### src/rtl/mp_add_pkg.sv
// Shared types and helpers for the multi-precision adder sequencer.
package mp_add_pkg;

    localparam int W_DEF = 32;

    typedef enum logic [1:0] {
        IDLE = 2'd0,
        RUN  = 2'd1,
        DONE = 2'd2
    } state_e;

    // Width of the word index; never narrower than one bit so WORDS=1 still has a register.
    function automatic int idx_w(input int words);
        return (words <= 1) ? 1 : $clog2(words);
    endfunction

endpackage

### src/rtl/mp_add_seq_cla_slice_cin.sv
// Combinational W-bit carry-lookahead adder slice with carry-in.
// Carries come from a parallel-prefix tree over per-bit generate/propagate terms.
module cla_slice_cin #(
    parameter int W = 32
) (
    input  logic [W-1:0] x,
    input  logic [W-1:0] y,
    input  logic         ci,
    output logic [W-1:0] sum,
    output logic         co
);

    logic [W-1:0] g;
    logic [W-1:0] p;
    logic [W-1:0] gg;
    logic [W-1:0] pg;
    logic [W:0]   c;

    always_comb begin
        g  = x & y;
        p  = x ^ y;
        gg = g;
        pg = p;
        // Fold carry-in into bit 0 so the prefix tree yields carries directly.
        gg[0] = g[0] | (p[0] & ci);
        // Descending i keeps gg[i-d]/pg[i-d] at the previous prefix level.
        for (int d = 1; d < W; d = d * 2) begin
            for (int i = W - 1; i >= d; i--) begin
                gg[i] = gg[i] | (pg[i] & gg[i-d]);
                pg[i] = pg[i] & pg[i-d];
            end
        end
        c[0]   = ci;
        c[W:1] = gg;
        sum    = p ^ c[W-1:0];
        co     = c[W];
    end

endmodule

### src/rtl/mp_add_seq.sv
// Multi-precision adder: time-shares one W-bit CLA slice over WORDS cycles.
// Optional subtract mode (port sub) is enabled by defining MP_ADD_SEQ_SUB_EN.
//
// state | meaning
// IDLE  | waiting for operands, in_ready high
// RUN   | adding word k, carry chained through c_q
// DONE  | result held, out_valid high until out_ready
module mp_add_seq
    import mp_add_pkg::*;
#(
    parameter int W     = W_DEF,
    parameter int WORDS = 4
) (
    input  logic                 clk,
    input  logic                 rst_n,
    input  logic                 in_valid,
    output logic                 in_ready,
    input  logic [W*WORDS-1:0]   a,
    input  logic [W*WORDS-1:0]   b,
`ifdef MP_ADD_SEQ_SUB_EN
    input  logic                 sub,
`endif
    output logic                 out_valid,
    input  logic                 out_ready,
    output logic [W*WORDS:0]     s,
    output logic                 busy
);

    localparam int N  = W * WORDS;
    localparam int KW = idx_w(WORDS);
    localparam logic [KW-1:0] K_LAST = KW'(WORDS - 1);

    state_e        state_q, state_d;
    logic [KW-1:0] k_q, k_d;
    logic          c_q, c_d;
    logic [N-1:0]  a_q, a_d;
    logic [N-1:0]  b_q, b_d;
    logic [N:0]    s_q, s_d;
    logic          out_valid_q, out_valid_d;
    logic          sub_q, sub_d;

    logic [W-1:0]  a_k;
    logic [W-1:0]  b_k;
    logic [W-1:0]  sum_w;
    logic          co_w;

    assign a_k = a_q[k_q*W +: W];
    // Subtract is a + ~b + 1; the +1 enters through the carry loaded at accept.
    assign b_k = b_q[k_q*W +: W] ^ {W{sub_q}};

    cla_slice_cin #(.W(W)) u_slice (
        .x   (a_k),
        .y   (b_k),
        .ci  (c_q),
        .sum (sum_w),
        .co  (co_w)
    );

    always_comb begin
        state_d     = state_q;
        k_d         = k_q;
        c_d         = c_q;
        a_d         = a_q;
        b_d         = b_q;
        s_d         = s_q;
        out_valid_d = out_valid_q;
        sub_d       = sub_q;
        unique case (state_q)
            IDLE: begin
                if (in_valid) begin
                    a_d     = a;
                    b_d     = b;
                    s_d     = '0;
                    k_d     = '0;
`ifdef MP_ADD_SEQ_SUB_EN
                    sub_d   = sub;
                    c_d     = sub;
`else
                    sub_d   = 1'b0;
                    c_d     = 1'b0;
`endif
                    state_d = RUN;
                end
            end
            RUN: begin
                s_d[k_q*W +: W] = sum_w;
                c_d             = co_w;
                if (k_q == K_LAST) begin
                    s_d[N]      = co_w;
                    out_valid_d = 1'b1;
                    k_d         = '0;
                    state_d     = DONE;
                end else begin
                    k_d = k_q + KW'(1);
                end
            end
            DONE: begin
                if (out_ready) begin
                    out_valid_d = 1'b0;
                    state_d     = IDLE;
                end
            end
            default: state_d = IDLE;
        endcase
    end

    always_ff @(posedge clk or negedge rst_n) begin
        if (!rst_n) begin
            state_q     <= IDLE;
            k_q         <= '0;
            c_q         <= 1'b0;
            a_q         <= '0;
            b_q         <= '0;
            s_q         <= '0;
            out_valid_q <= 1'b0;
            sub_q       <= 1'b0;
        end else begin
            state_q     <= state_d;
            k_q         <= k_d;
            c_q         <= c_d;
            a_q         <= a_d;
            b_q         <= b_d;
            s_q         <= s_d;
            out_valid_q <= out_valid_d;
            sub_q       <= sub_d;
        end
    end

    assign in_ready  = (state_q == IDLE);
    assign busy      = (state_q != IDLE);
    assign out_valid = out_valid_q;
    assign s         = s_q;

endmodule

### config.mk
export PLATFORM = sky130hd
export DESIGN_NAME = mp_add_seq
export DESIGN_NICKNAME = d
export VERILOG_FILES = /design/src/rtl/mp_add_pkg.sv /design/src/rtl/mp_add_seq_cla_slice_cin.sv /design/src/rtl/mp_add_seq.sv
export SDC_FILE = /design/constraint.sdc
export NUM_CORES = 1
export LEC_CHECK = 0
export CORE_MARGIN = 5
export CORE_UTILIZATION = 55
export DETAILED_ROUTE_END_ITERATION = 8
export HOLD_SLACK_MARGIN = 0.02
export PLACE_DENSITY = 0.95
export SLEW_MARGIN = 10
export SYNTH_ARGS = -nofsm -noshare
export SYNTH_HDL_FRONTEND = slang
export SYNTH_SLANG_ARGS = --single-unit
export TNS_END_PERCENT = 10
### constraint.sdc
create_clock -name clk -period 9 [get_ports clk]
set_input_delay 1.8 -clock clk [delete_from_list [all_inputs] [get_ports clk]]
set_output_delay 1.8 -clock clk [all_outputs]
set_load 0.03 [all_outputs]
Word-level counts from Yosys, hierarchy flattened
Index checks and enable logic that the tools add are counted.
{ "totals": {"word_cells": 404, "register_bits": 391, "input_bits": 260} }
{ "op_classes": {"shifts": 4, "n_bitwise": 361, "n_eq_ne": 6, "muxes": 16, "n_reduce_logical": 8, "add_sub_neg": 2} }
{ "ops": {"columns": ["op", "count"], "rows": [
  ["129-bit case mux with 2 select lines", 1],
  ["128-bit by 8-bit indexed part select with 32-bit output", 2],
  ["1-bit bitwise AND", 228],
  ["1-bit OR", 130],
  ["129-bit bitwise mux", 1],
  ["129-bit 2-to-1 mux", 1],
  ["32-bit by 34-bit variable shift with 129-bit output, first input constant", 1],
  ["32-bit by 34-bit indexed part select with 129-bit output", 1],
  ["32-bit XOR", 2],
  ["7-bit negation with 34-bit output", 1],
  ["32-bit bitwise AND", 1],
  ["2-bit 2-to-1 mux", 5],
  ["2-bit != test, second input constant", 3],
  ["2-bit case mux with 3 select lines", 1],
  ["3-bit AND reduction", 2],
  ["2-bit nonzero test", 3],
  ["2-bit == test, second input constant", 2],
  ["1-bit 2-to-1 mux", 4],
  ["1-bit case mux with 2 select lines", 2],
  ["2-bit case mux with 2 select lines", 1],
  ["2-bit AND reduction", 2],
  ["2-bit by 1-bit adder with 2-bit output, second input constant", 1],
  ["2-bit by 1-bit == test with 1-bit output, second input constant", 1],
  ["2-bit logical NOT", 1]
]} }

Logic depth before layout (Yosys ltp)
Gate-level depths: netlist of run 1.
{ "depth": {"word_depth": 17, "ltp_mapped": 13, "depth_no_buf": 10} }

Cells and area by module
Synthesis of run 1 repeated with hierarchy kept, for this count alone.
{ "hier_totals": {"cells_unflattened": 1221, "area_unflattened_um2": 18921.9} }
{ "modules_own_cells": {"columns": ["mod", "area_each_um2", "instances", "seq_area_each_um2", "cells_per_inst"], "rows": [
  ["mp_add_seq", 17097.6, 1, 9784.4, 963],
  ["cla_slice_cin", 1824.2, 1, 0.0, 258]
]} }

Worst setup path after synthesis of run 1
Ideal clock, no wire load.
{ "synth_path": {"path_type": "flip-flop to flip-flop", "startpoint": "reg k_q[0]", "endpoint": "reg s_q[30] (netlist: s[30])", "slack_ps": 5021, "path_stages_with_launch": 14, "required_ps": 8879, "t_arrival_ps": 3858, "setup_time_ps": 121, "cell_sequence": "dfrtp_1 > clkbuf_1 > buf_1 > buf_2 > mux4_2 > ha_1 > buf_2 > a21oi_1 > o21ai_1 > or2b_1 > a41oi_1 > mux2i_1 > o311ai_4 > a22o_1"} }
{ "synth_between": {"elab_chain_len": 16, "word_cells_on_any_way": 354, "classes_between": "add/sub (1); shift (4); mux (2); bitwise (347)"} }
{ "synth_lines": {"columns": ["item", "line", "rtl"], "rows": [
  ["start, declared", "mp_add_seq.sv:34", "logic [KW-1:0] k_q, k_d;"],
  ["start signal, assigned", "mp_add_seq.sv:119", "k_q <= k_d;"],
  ["128-bit by 8-bit indexed part select with 32-bit output, on equally long branches", "mp_add_seq.sv:47, mp_add_seq.sv:49", null],
  ["32-bit XOR", "mp_add_seq_cla_slice_cin.sv:21", "p = x ^ y;"],
  ["1-bit bitwise AND", "mp_add_seq_cla_slice_cin.sv:25", "gg[0] = g[0] | (p[0] & ci);"],
  ["1-bit OR", "mp_add_seq_cla_slice_cin.sv:25", null],
  ["1-bit bitwise AND", "mp_add_seq_cla_slice_cin.sv:29", "gg[i] = gg[i] | (pg[i] & gg[i-d]);"],
  ["1-bit OR", "mp_add_seq_cla_slice_cin.sv:29", null],
  ["1-bit bitwise AND", "mp_add_seq_cla_slice_cin.sv:29", null],
  ["1-bit OR", "mp_add_seq_cla_slice_cin.sv:29", null],
  ["1-bit bitwise AND", "mp_add_seq_cla_slice_cin.sv:29", null],
  ["1-bit OR", "mp_add_seq_cla_slice_cin.sv:29", null],
  ["1-bit bitwise AND", "mp_add_seq_cla_slice_cin.sv:29", null],
  ["1-bit OR", "mp_add_seq_cla_slice_cin.sv:29", null],
  ["32-bit XOR", "mp_add_seq_cla_slice_cin.sv:35", "sum = p ^ c[W-1:0];"],
  ["32-bit by 34-bit indexed part select with 129-bit output", "mp_add_seq.sv:86", "s_d[k_q*W +: W] = sum_w;"],
  ["129-bit bitwise mux (*)", "mp_add_seq.sv:86", null],
  ["129-bit case mux with 2 select lines (*)", "mp_add_seq.sv:68", "unique case (state_q)"],
  ["end signal, assigned", "mp_add_seq.sv:114", "s_q <= '0;"],
  ["end signal, assigned", "mp_add_seq.sv:123", "s_q <= s_d;"],
  ["end, declared", "mp_add_seq.sv:38", "logic [N:0] s_q, s_d;"]
]} }
Every way passes the cells marked *; elsewhere a longest branch is shown, timed or not.
A chain may end at the register's enable or synchronous reset.

Worst setup path after layout of run 1
{ "layout_path": {"startpoint": "reg k_q[0]", "endpoint": "reg s_q[60] (netlist: s[60])"} }
The elaborated chain is that of the path after synthesis.

==> results of run 1 <==
## power groups by stage
stage	clock, mW	combinational [mW]	sequential (mW)
6_report	1.62	6.13	3.07
2_1_floorplan	0	3.86	3.17
5_1_grt	1.71	6.59	3.15
3_3_place_gp	0	5.78	3.01
3_5_place_dp	0	5.97	3.08
4_1_cts	1.64	6.04	3.06
## per-layer routing
| metal | wire length, µm | up-vias | GRT usage (%) |
|---|---|---|---|
| met5 | 13 | - | 0 |
| met1 | 21680 | 7535 | 40.26 |
| met3 | 5366 | 179 | 6.939 |
| met4 | 2524 | 2 | 11.08 |
| li1 | - | 6788 | - |
| met2 | 26880 | 877 | 50.16 |
## cell usage in the layout, fill, tap and decap left out, types with 3 or more instances in the layout
cell type and n:
nand2_1 828, clkdlybuf4s50_1 390, dfrtp_1 389, a22o_1 114, mux4_2 64, a21oi_1 44
clkbuf_16 42, ha_1 35, o21ai_0 33, nor2_1 24, xnor2_1 18, inv_1 16
buf_4 11, nand3_1 10, clkbuf_1 8, nand4_1 7, xor2_1 7, nor2b_1 6
nand2b_1 6, clkinv_2 6, o211ai_1 5, a211oi_1 5, nor3_1 5, a221o_1 5
o31ai_1 5, a31oi_1 4, o21a_1 4, clkbuf_8 4, o21bai_1 3, a21o_1 3
and3_1 3, a2111oi_0 3, nor3b_1 3, a221oi_1 3
## path summary, 6_finish.rpt
check,start,end,slack [ns]
setup / recovery,k_q[0],s[60],3.82
hold / removal,b_q[119],b_q[119],0.47
setup reg to reg,k_q[0],s[60],3.82
hold reg to reg,b_q[119],b_q[119],0.47
max in group asynchronous,rst_n,b_q[52],6.12
min in group asynchronous,rst_n,s[98],1.35
## state kept, by name, indices dropped and copies added, names as in the netlist
register	flops
s	129
a_q	128
b_q	128
c_q	1
state_q	2
k_q	2
out_valid	1
## synthesized netlist by cell type, drive strengths merged (3+ instances only)
cell type / n / area share (%)
a2111oi: 3 / 0.15
a211oi: 5 / 0.21
a21o: 4 / 0.17
a21oi: 44 / 1.2
a221o: 5 / 0.28
a221oi: 3 / 0.15
a22o: 114 / 5.5
a31oi: 4 / 0.14
and2: 4 / 0.15
and3: 6 / 0.25
buf: 18 / 0.57
clkbuf: 88 / 2.0
dfrtp: 391 / 54
dlygate4sd1: 5 / 0.24
ha: 35 / 2.4
inv: 16 / 0.33
mux4: 64 / 8.0
nand2: 829 / 17
nand2b: 6 / 0.21
nand3: 10 / 0.28
nand4: 8 / 0.36
nor2: 25 / 0.53
nor2b: 6 / 0.21
nor3: 6 / 0.19
nor3b: 3 / 0.12
nor4: 3 / 0.10
o211ai: 5 / 0.21
o21a: 4 / 0.17
o21ai: 35 / 0.97
o21bai: 3 / 0.12
o31ai: 6 / 0.28
xnor2: 18 / 0.87
xor2: 7 / 0.34
## worst max-delay path, stage by stage, from the launching register on
cell	delay [ns]
dfrtp_4	0.81
buf_4	0.80
mux4_2	0.65
fa_1	0.48
fa_1	0.48
a21oi_1	0.21
o211ai_1	0.18
and3b_1	0.26
o41ai_2	0.48
o21ai_0	0.22
xnor2_1	0.31
a22o_1	0.19
## final cells by class
cell class / count / area [µm²] / area share (%)
Antenna cell: 1 / 2.502 / 0.01067
Inverter: 16 / 60.06 / 0.2560
Clock buffer: 54 / 1136 / 4.842
Sequential cell: 391 / 9792 / 41.74
Tap cell: 442 / 553.0 / 2.357
Timing Repair Buffer: 405 / 4069 / 17.34
Clock inverter: 12 / 135.1 / 0.5760
Multi-Input combinational cell: 1295 / 7714 / 32.88
## kinds of logic (layout without fill, tap and decap cells)
logic type,after synthesis,in the layout,share of synthesized area [%]
and+or+nand+nor,918,918,20.20
other,0,1,0
DFF,391,391,54.21
adders and majority gates,37,37,2.648
xor gates and xnor gates,25,25,1.213
AOI/OAI and AO/OA,250,250,10.47
muxes,65,65,8.041
buffers and inverters,128,487,3.216
==> impl_metrics.yaml, run 1 <==
route:
  drc: 0
  viasPerCell: 5.880
  wl_um: 56470
  drt_iter0_drc: 1317
  dr.pass1.iters: 7
  vias: 15380
  post_drt_wl_per_cell_um: 21.59
  ant_nets: 0
sta:
  skew_ns: 0.02494
  final_max_slew_viol_count: 0
  fmax_ghz: 0.1932
  tns_ns: 0
  slew_headroom_pct: 30.27
  timing.hold.ws_ns: 0.4704
  setup_viol: 0
  rsz0062_at_grt: "no"
  hold_viol_final: 0
  finalCriticalPeriod_ns: 5.176
  max_slew.worst_pin.slew_ns: 1.046
  period_share_pct: 57.51
  finalWorstSetupSlack_ns: 3.824
critical_path:
  cp_data_arrival_time_ns: 5.63
  worstPathRequired_ns: 9.46
  rr_worst_depth: 11
  cp_max_fo: 43
  crit_type: "flip-flop to flip-flop"
  cp-start-kind: "flip-flop"
  endpoint_kind: "flip-flop"
clocking:
  clk_latency_ns: 0.54
  clock_path_buffers: 3
  post_cts_buffers: 0
  htree_levels: 2
  cts_resized: 0
  postCtsHoldBufs: 0
  cts_tree: "yes"
  root_buffer: "clkbuf_16"
  clock-sinks: 391
  cts_buffers: 40
  cts.clk_slew.worst_paths_ns: 0.06
hold_path:
  hp-class: "flip-flop to flip-flop"
  hold_depth: 2
place:
  gp_congestion: 0.9076
  dpl.cell_count: 2548
  hpwl_um: 40230
  portBuffers: 391
  dpl_cell_area_mm2: 0.02216
  place_worst_setup_slack_ns: 3.883
floorplan:
  start_util_pct: 55.62
  dieHeight_um: 191.2
  pin_count: 392
  die_area_mm2: 0.03654
  fp.dieW_um: 191.2
  std_cell_rows: 66
  fp.coreArea_mm2: 0.03245
yosys:
  ys_warn_count: 0
  ys_types: 71
  synth-seq-area-share_pct: 54.21
  synth_edf_count: 0
  syn_inst: 1814
  ys.flop_type: "dfrtp_1"
  synth_area_mm2: 0.01805
  ys_async_sr_fraction_pct: 100.0
  synth.avg_cell_area_um2: 9.950
  synthesis.nets: 2111
  ys_seq_elements: 391
finish:
  finalNonFillerCells: 2616
  post-route-util_pct: 72.29
  nets: 2446
  final_cell_area_mm2: 0.02346
  drive_above_1_share_pct: 7.363
  area_delta_synth_final_pct: 29.98
  nFillCells: 2138
grt:
  grt_util_all_layers_pct: 30.51
  antenna_found_initial: 2
  grt_pass1_vias: 15820
  grt_max_degree: 203
  grt_overflow: 0
  grt_pass1_wl_um: 87360
power:
  p_total_mw: 10.82
  p_sw_share_pct: 47.43
  p_per_area_mw_per_mm2: 461.2
  intPower_mw: 5.688
  p_comb_share_pct: 56.6
  power_frac_clock_pct: 15.0
  power_frac_seq_pct: 28.4
  p_leak_nw: 11.24
  vdd_drop_max_v: 0.0002563
  switchingPower_mw: 5.132
flow_run:
  maxCapViolCount: 0
status:
  status: "complete, no violations"
(Power assumes the default switching activity.)
==> run 2, diff against run 1 <==
Settings changed: CORE_UTILIZATION 55 to 46, PLACE_DENSITY 0.95 to 0.88.
Clock period 9 ns to 4.17 ns, I/O delays scaled along.
==> impl_metrics.yaml, run 2 (synthesized netlist as in run 1, its figures left out) <==
finish:
  final_cell_area_mm2: 0.02386
  largest_reg_flops: 129
  area_delta_synth_final_pct: 32.19
  post-route-util_pct: 61.60
  most-common-layout-cells: "nand2_1 (828), clkdlybuf4s50_1 (390), dfrtp_1 (389)"
  drive_above_1_share_pct: 8.470
  final_common_cell: "nand2_1"
  nets: 2462
  finalNonFillerCells: 2720
sta:
  max_slew.worst_pin.slew_ns: 0.8460
  period_share_pct: 94.59
  slew_headroom_pct: 43.60
  setup_viol: 0
  tns_ns: 0
  final_max_slew_viol_count: 0
  finalCriticalPeriod_ns: 3.944
  skew_ns: 0.02090
  fmax_ghz: 0.2535
  hold_viol_final: 0
clocking:
  clock-sinks: 391
  postCtsHoldBufs: 0
  root_buffer: "clkbuf_16"
  cts_buffers: 41
  htree_levels: 2
  clock_path_buffers: 3
  clk_latency_ns: 0.55
  cts_tree: "yes"
  cts.clk_slew.worst_paths_ns: 0.06
grt:
  grt_pass1_wl_um: 88600
  antenna_found_initial: 11
  grt_max_degree: 163
  grt_overflow: 0
  grt_util_all_layers_pct: 25.80
  grt_pass1_vias: 15590
critical_path:
  rrSetupSlack_ns: 0.23
  cp_max_fo: 12
  crit_type: "flip-flop to flip-flop"
  endpoint_kind: "flip-flop"
  cp_data_arrival_time_ns: 4.42
  cp-start-kind: "flip-flop"
  worstPathRequired_ns: 4.65
route:
  drt_iter0_drc: 1116
  dr.pass1.iters: 6
  ant_nets: 0
  viasPerCell: 5.644
  drc: 0
  vias: 15350
  post_drt_wl_per_cell_um: 21.16
  wl_um: 57560
floorplan:
  dieHeight_um: 208.1
  fp.dieW_um: 208.1
  start_util_pct: 46.60
  pin_count: 392
  die_area_mm2: 0.04330
  fp.coreArea_mm2: 0.03874
  std_cell_rows: 72
power:
  p_leak_nw: 11.40
  p_per_area_mw_per_mm2: 997.2
  p_total_mw: 23.79
  vdd_drop_max_v: 0.0005519
place:
  hpwl_um: 42370
  portBuffers: 391
  dpl_cell_area_mm2: 0.02249
  dpl.cell_count: 2640
  gp_congestion: 0.9083
flow_run:
  maxCapViolCount: 0
status:
  status: "complete, no violations"
hold_path:
  hp-class: "input pin to asynchronous set/reset pin"
run 2: cell types whose count changed in the layout (fill, tap and decap cells not counted), moves of 4 or more:
cell,before,now
buf_12,2,11
buf_4,11,18
clkinv_2,6,10
diode_2,1,6
run 2: worst paths after layout:
path | start | endpoint | depth (start not counted)
worst min register to register | b_q[117] | b_q[117] | 2
worst max register to register | k_q[0] | s[18] | 10
min in group clk | b_q[117] | b_q[117] | 2
max in group asynchronous | rst_n | a_q[87] | 2
worst min-delay path | rst_n | s[100] | 1
worst max-delay path | k_q[0] | s[18] | 10
run 2: cell type report:
type / instances / area, µm²
Tap cell: 518 / 648.1
Inverter: 16 / 60.06
Multi-Input combinational cell: 1295 / 7736
Fill cell: 3040 / 14880
Clock buffer: 56 / 1175
Timing Repair Buffer: 420 / 4274
Sequential cell: 391 / 9792
Clock inverter: 18 / 160.2
Antenna cell: 6 / 15.01
run 2: per-layer routing:
metal / GRT usage (%) / vias up / wire length [µm]
met5: 0 / - / 81
met3: 6.115 / 127 / 5019
met2: 40.30 / 803 / 26570
li1: - / 6848 / -
met4: 8.426 / 10 / 1914
met1: 36.06 / 7563 / 23970
run 2: power by group:
part / internal [mW] / switching [mW]
Combinational: 5.04 / 8.60
Clock: 2.11 / 1.52
Sequential: 5.41 / 1.12
run 2: timing repair:
item	in CTS	in global routing
gates resized for setup	0	3
setup buffers	0	0
endpoints found under the setup margin	0	10
run 2: metrics by stage:
stage               hold slack (ns)  setup slack (ns)
floorplan                    0.4403            0.1906
global placement             0.4526            0.2425
detailed placement           0.4573            0.1838
CTS                          0.3287            0.1632
global route                 0.3751         -0.004992
finish                       0.3198            0.2255
run 2: critical path, stage by stage, from the launching register on:
cell and delay [ns]:
dfrtp_4 0.54, buf_4 0.31, mux4_2 0.58, ha_1 0.36, nand2_1 0.13, o211ai_1 0.29
a21oi_1 0.16, o31ai_1 0.47, a31oi_1 0.20, xnor2_1 0.54, a22o_1 0.26
==> run 3, diff against run 2 <==
Settings changed: CAP_MARGIN from default to 40.
==> results of run 3 <==
The final DEF is identical to that of run 2; final timing and power are the same.
==> RTL edit, RTL diff (flow settings as in run 1) <==
Add a define of `MP_ADD_SEQ_SUB_EN`.
--- a/src/rtl/mp_add_seq.sv
+++ b/src/rtl/mp_add_seq.sv
@@ -5,6 +5,8 @@
 // IDLE  | waiting for operands, in_ready high
 // RUN   | adding word k, carry chained through c_q
 // DONE  | result held, out_valid high until out_ready
+`define MP_ADD_SEQ_SUB_EN
+
 module mp_add_seq
     import mp_add_pkg::*;
 #(
Interface: changed (added sub); port bits go from 392 to 393. No check against the original RTL was run, so the function may have changed too.
==> RTL edit against run 1 <==
  * Synthesized area grew 0.59%
  * Hold slack gained 15 ps
  * Count of clock-buffer cells in the layout grew 7
  * Core utilization grew 0.91 points
  * Critical path depth grew 2
  * Sequential cell count grew 1
  * Setup slack gained 250 ps
  * Synthesized cell count shrank 27%
  * Cell area grew 1.5%
  * Routed wire length shrank 5.3%
Power is left out: the tool's default activity adds up to more than one toggle a clock period on the data nets, which glitch-free logic cannot reach.
==> RTL edit: results (changes against run 1) <==
<table>
<tr><th>Metric</th><th>Value</th></tr>
<tr><th colspan="2">Placement</th></tr>
<tr><td>Global placer's final weighted congestion</td><td>0.895 (-1.4%)</td></tr>
<tr><td>Half-perimeter wire length after placement</td><td>39,400 µm (-2.0%)</td></tr>
<tr><td>IO Port Bufs</td><td>392 (+0.26%)</td></tr>
<tr><td>Placed cells</td><td>2,092 (-18%)</td></tr>
<tr><td>Placement Setup Slack</td><td>4030 ps (+151 ps)</td></tr>
<tr><th colspan="2">GRT</th></tr>
<tr><td>Met3 capacity usage during global routing</td><td>5.98% (-0.96 points)</td></tr>
<tr><td>Tot GR Track Use</td><td>28.9% (-1.7 points)</td></tr>
<tr><td>Met1 track demand over resource</td><td>38.0% (-2.2 points)</td></tr>
<tr><td>Pin count of the biggest net entering global routing</td><td>172 (-15%)</td></tr>
<tr><td>Initial antenna violation count</td><td>6 (+4)</td></tr>
<tr><td>GRT met2 Usage</td><td>47.9% (-2.3 points)</td></tr>
<tr><td>Via count of the first global-routing pass</td><td>13.8k (-13%)</td></tr>
<tr><th colspan="2">Setup path</th></tr>
<tr><td>Setup crit end</td><td>s[126]$_DFFE_PN0P_</td></tr>
<tr><td>Worst R2R Setup Slack</td><td>4080 ps (+250 ps)</td></tr>
<tr><td>Length in cells of the worst reg-to-reg path</td><td>13 (+2)</td></tr>
<tr><td>Max Fanout on Critical Path</td><td>40 (-7.0%)</td></tr>
<tr><th colspan="2">Yosys</th></tr>
<tr><td>Post-Syn Nets</td><td>1,626 (-23%)</td></tr>
<tr><td>Sequential share of the synthesized area</td><td>54.0% (-0.18 points)</td></tr>
<tr><td>Count of different cell masters after synthesis</td><td>68 (-4.2%)</td></tr>
<tr><td>Top cells by instance count after synthesis</td><td>dfrtp_1 (392), mux2_2 (256), nand2_1 (88)</td></tr>
<tr><th colspan="2">Cells and area</th></tr>
<tr><td>Share of layout cells above drive strength 1</td><td>24.5% (+17 points)</td></tr>
<tr><td>Filler Cell Count</td><td>2,052 (-4.0%)</td></tr>
<tr><td>Final-stage net count</td><td>1,990 (-19%)</td></tr>
<tr><th colspan="2">Routing</th></tr>
<tr><td>Routed Wire Length</td><td>53,500 µm (-5.3%)</td></tr>
<tr><td>Count of routing violations after the opening detailed-route iteration</td><td>1,034 (-21%)</td></tr>
<tr><td>Routed vias/inst</td><td>6.02 (+2.3%)</td></tr>
<tr><th colspan="2">Timing</th></tr>
<tr><td>Tmin final</td><td>4920 ps (-255 ps)</td></tr>
<tr><th colspan="2">Outcome</th></tr>
<tr><td>Status</td><td>finished, final reports clean</td></tr>
<tr><th colspan="2">Min path</th></tr>
<tr><td>Hold Path Sink</td><td>s[15]$_DFFE_PN0P_</td></tr>
</table>
[RTL edit: cell count changes after synthesis, sizes merged, moves of 21 or more]
cell,run 1,this run
nand2,829,89
mux2,0,256
clkbuf,88,46
a22o,114,76
o21ai,35,69
xnor2,18,45
buf,18,39
[RTL edit: critical path, cell delays in order (launching register included)]
cell       delay [ps]
dfrtp_4           890
buf_4             700
mux4_2            600
xnor2_1           200
fa_1              220
inv_1              60
fa_1              410
a21oi_1           220
o2bb2ai_1         190
o31ai_4           380
o22ai_1           180
o21ai_0           240
xor2_1            290
o21ai_0           150
[RTL edit: area by class of cell]
cell class / count / area (µm²) / area share (%)
multi-input cells: 837 / 7940 / 33.3
clock buffers: 61 / 1180 / 4.96
flip-flops and latches: 392 / 9820 / 41.2
repair buffers: 407 / 4050 / 17.0
clock inverters: 11 / 210 / 0.883
diodes: 3 / 7.51 / 0.0315
inverters: 14 / 52.6 / 0.221
well taps: 442 / 553 / 2.32
[RTL edit: stage by stage]
step                      util (%)  hold slack, ps  area, µm²
final                         73.2             485      23800
after global routing          73.2             509      23800
after CTS                     73.2             489      23800
after detailed placement      68.9             470      22400
after global placement        68.9             468      22400
after floorplan                  -             461      18200
[RTL edit: cells by family after synthesis]
kind of cell               synth area share (%)
DFF                                        54.0
muxes                                      23.9
AOI/OAI and AO/OA                          9.51
and+or+nand+nor                            4.88
buffers and inverters                      2.33
xor gates and xnor gates                   2.75
adders and majority gates                  2.63
[RTL edit: routing by layer]
metal	wire length [µm]	part of all wire (%)
met2	26400	49
met4	2060	3.9
met1	21300	40
met3	3690	6.9
met5	47	0.088
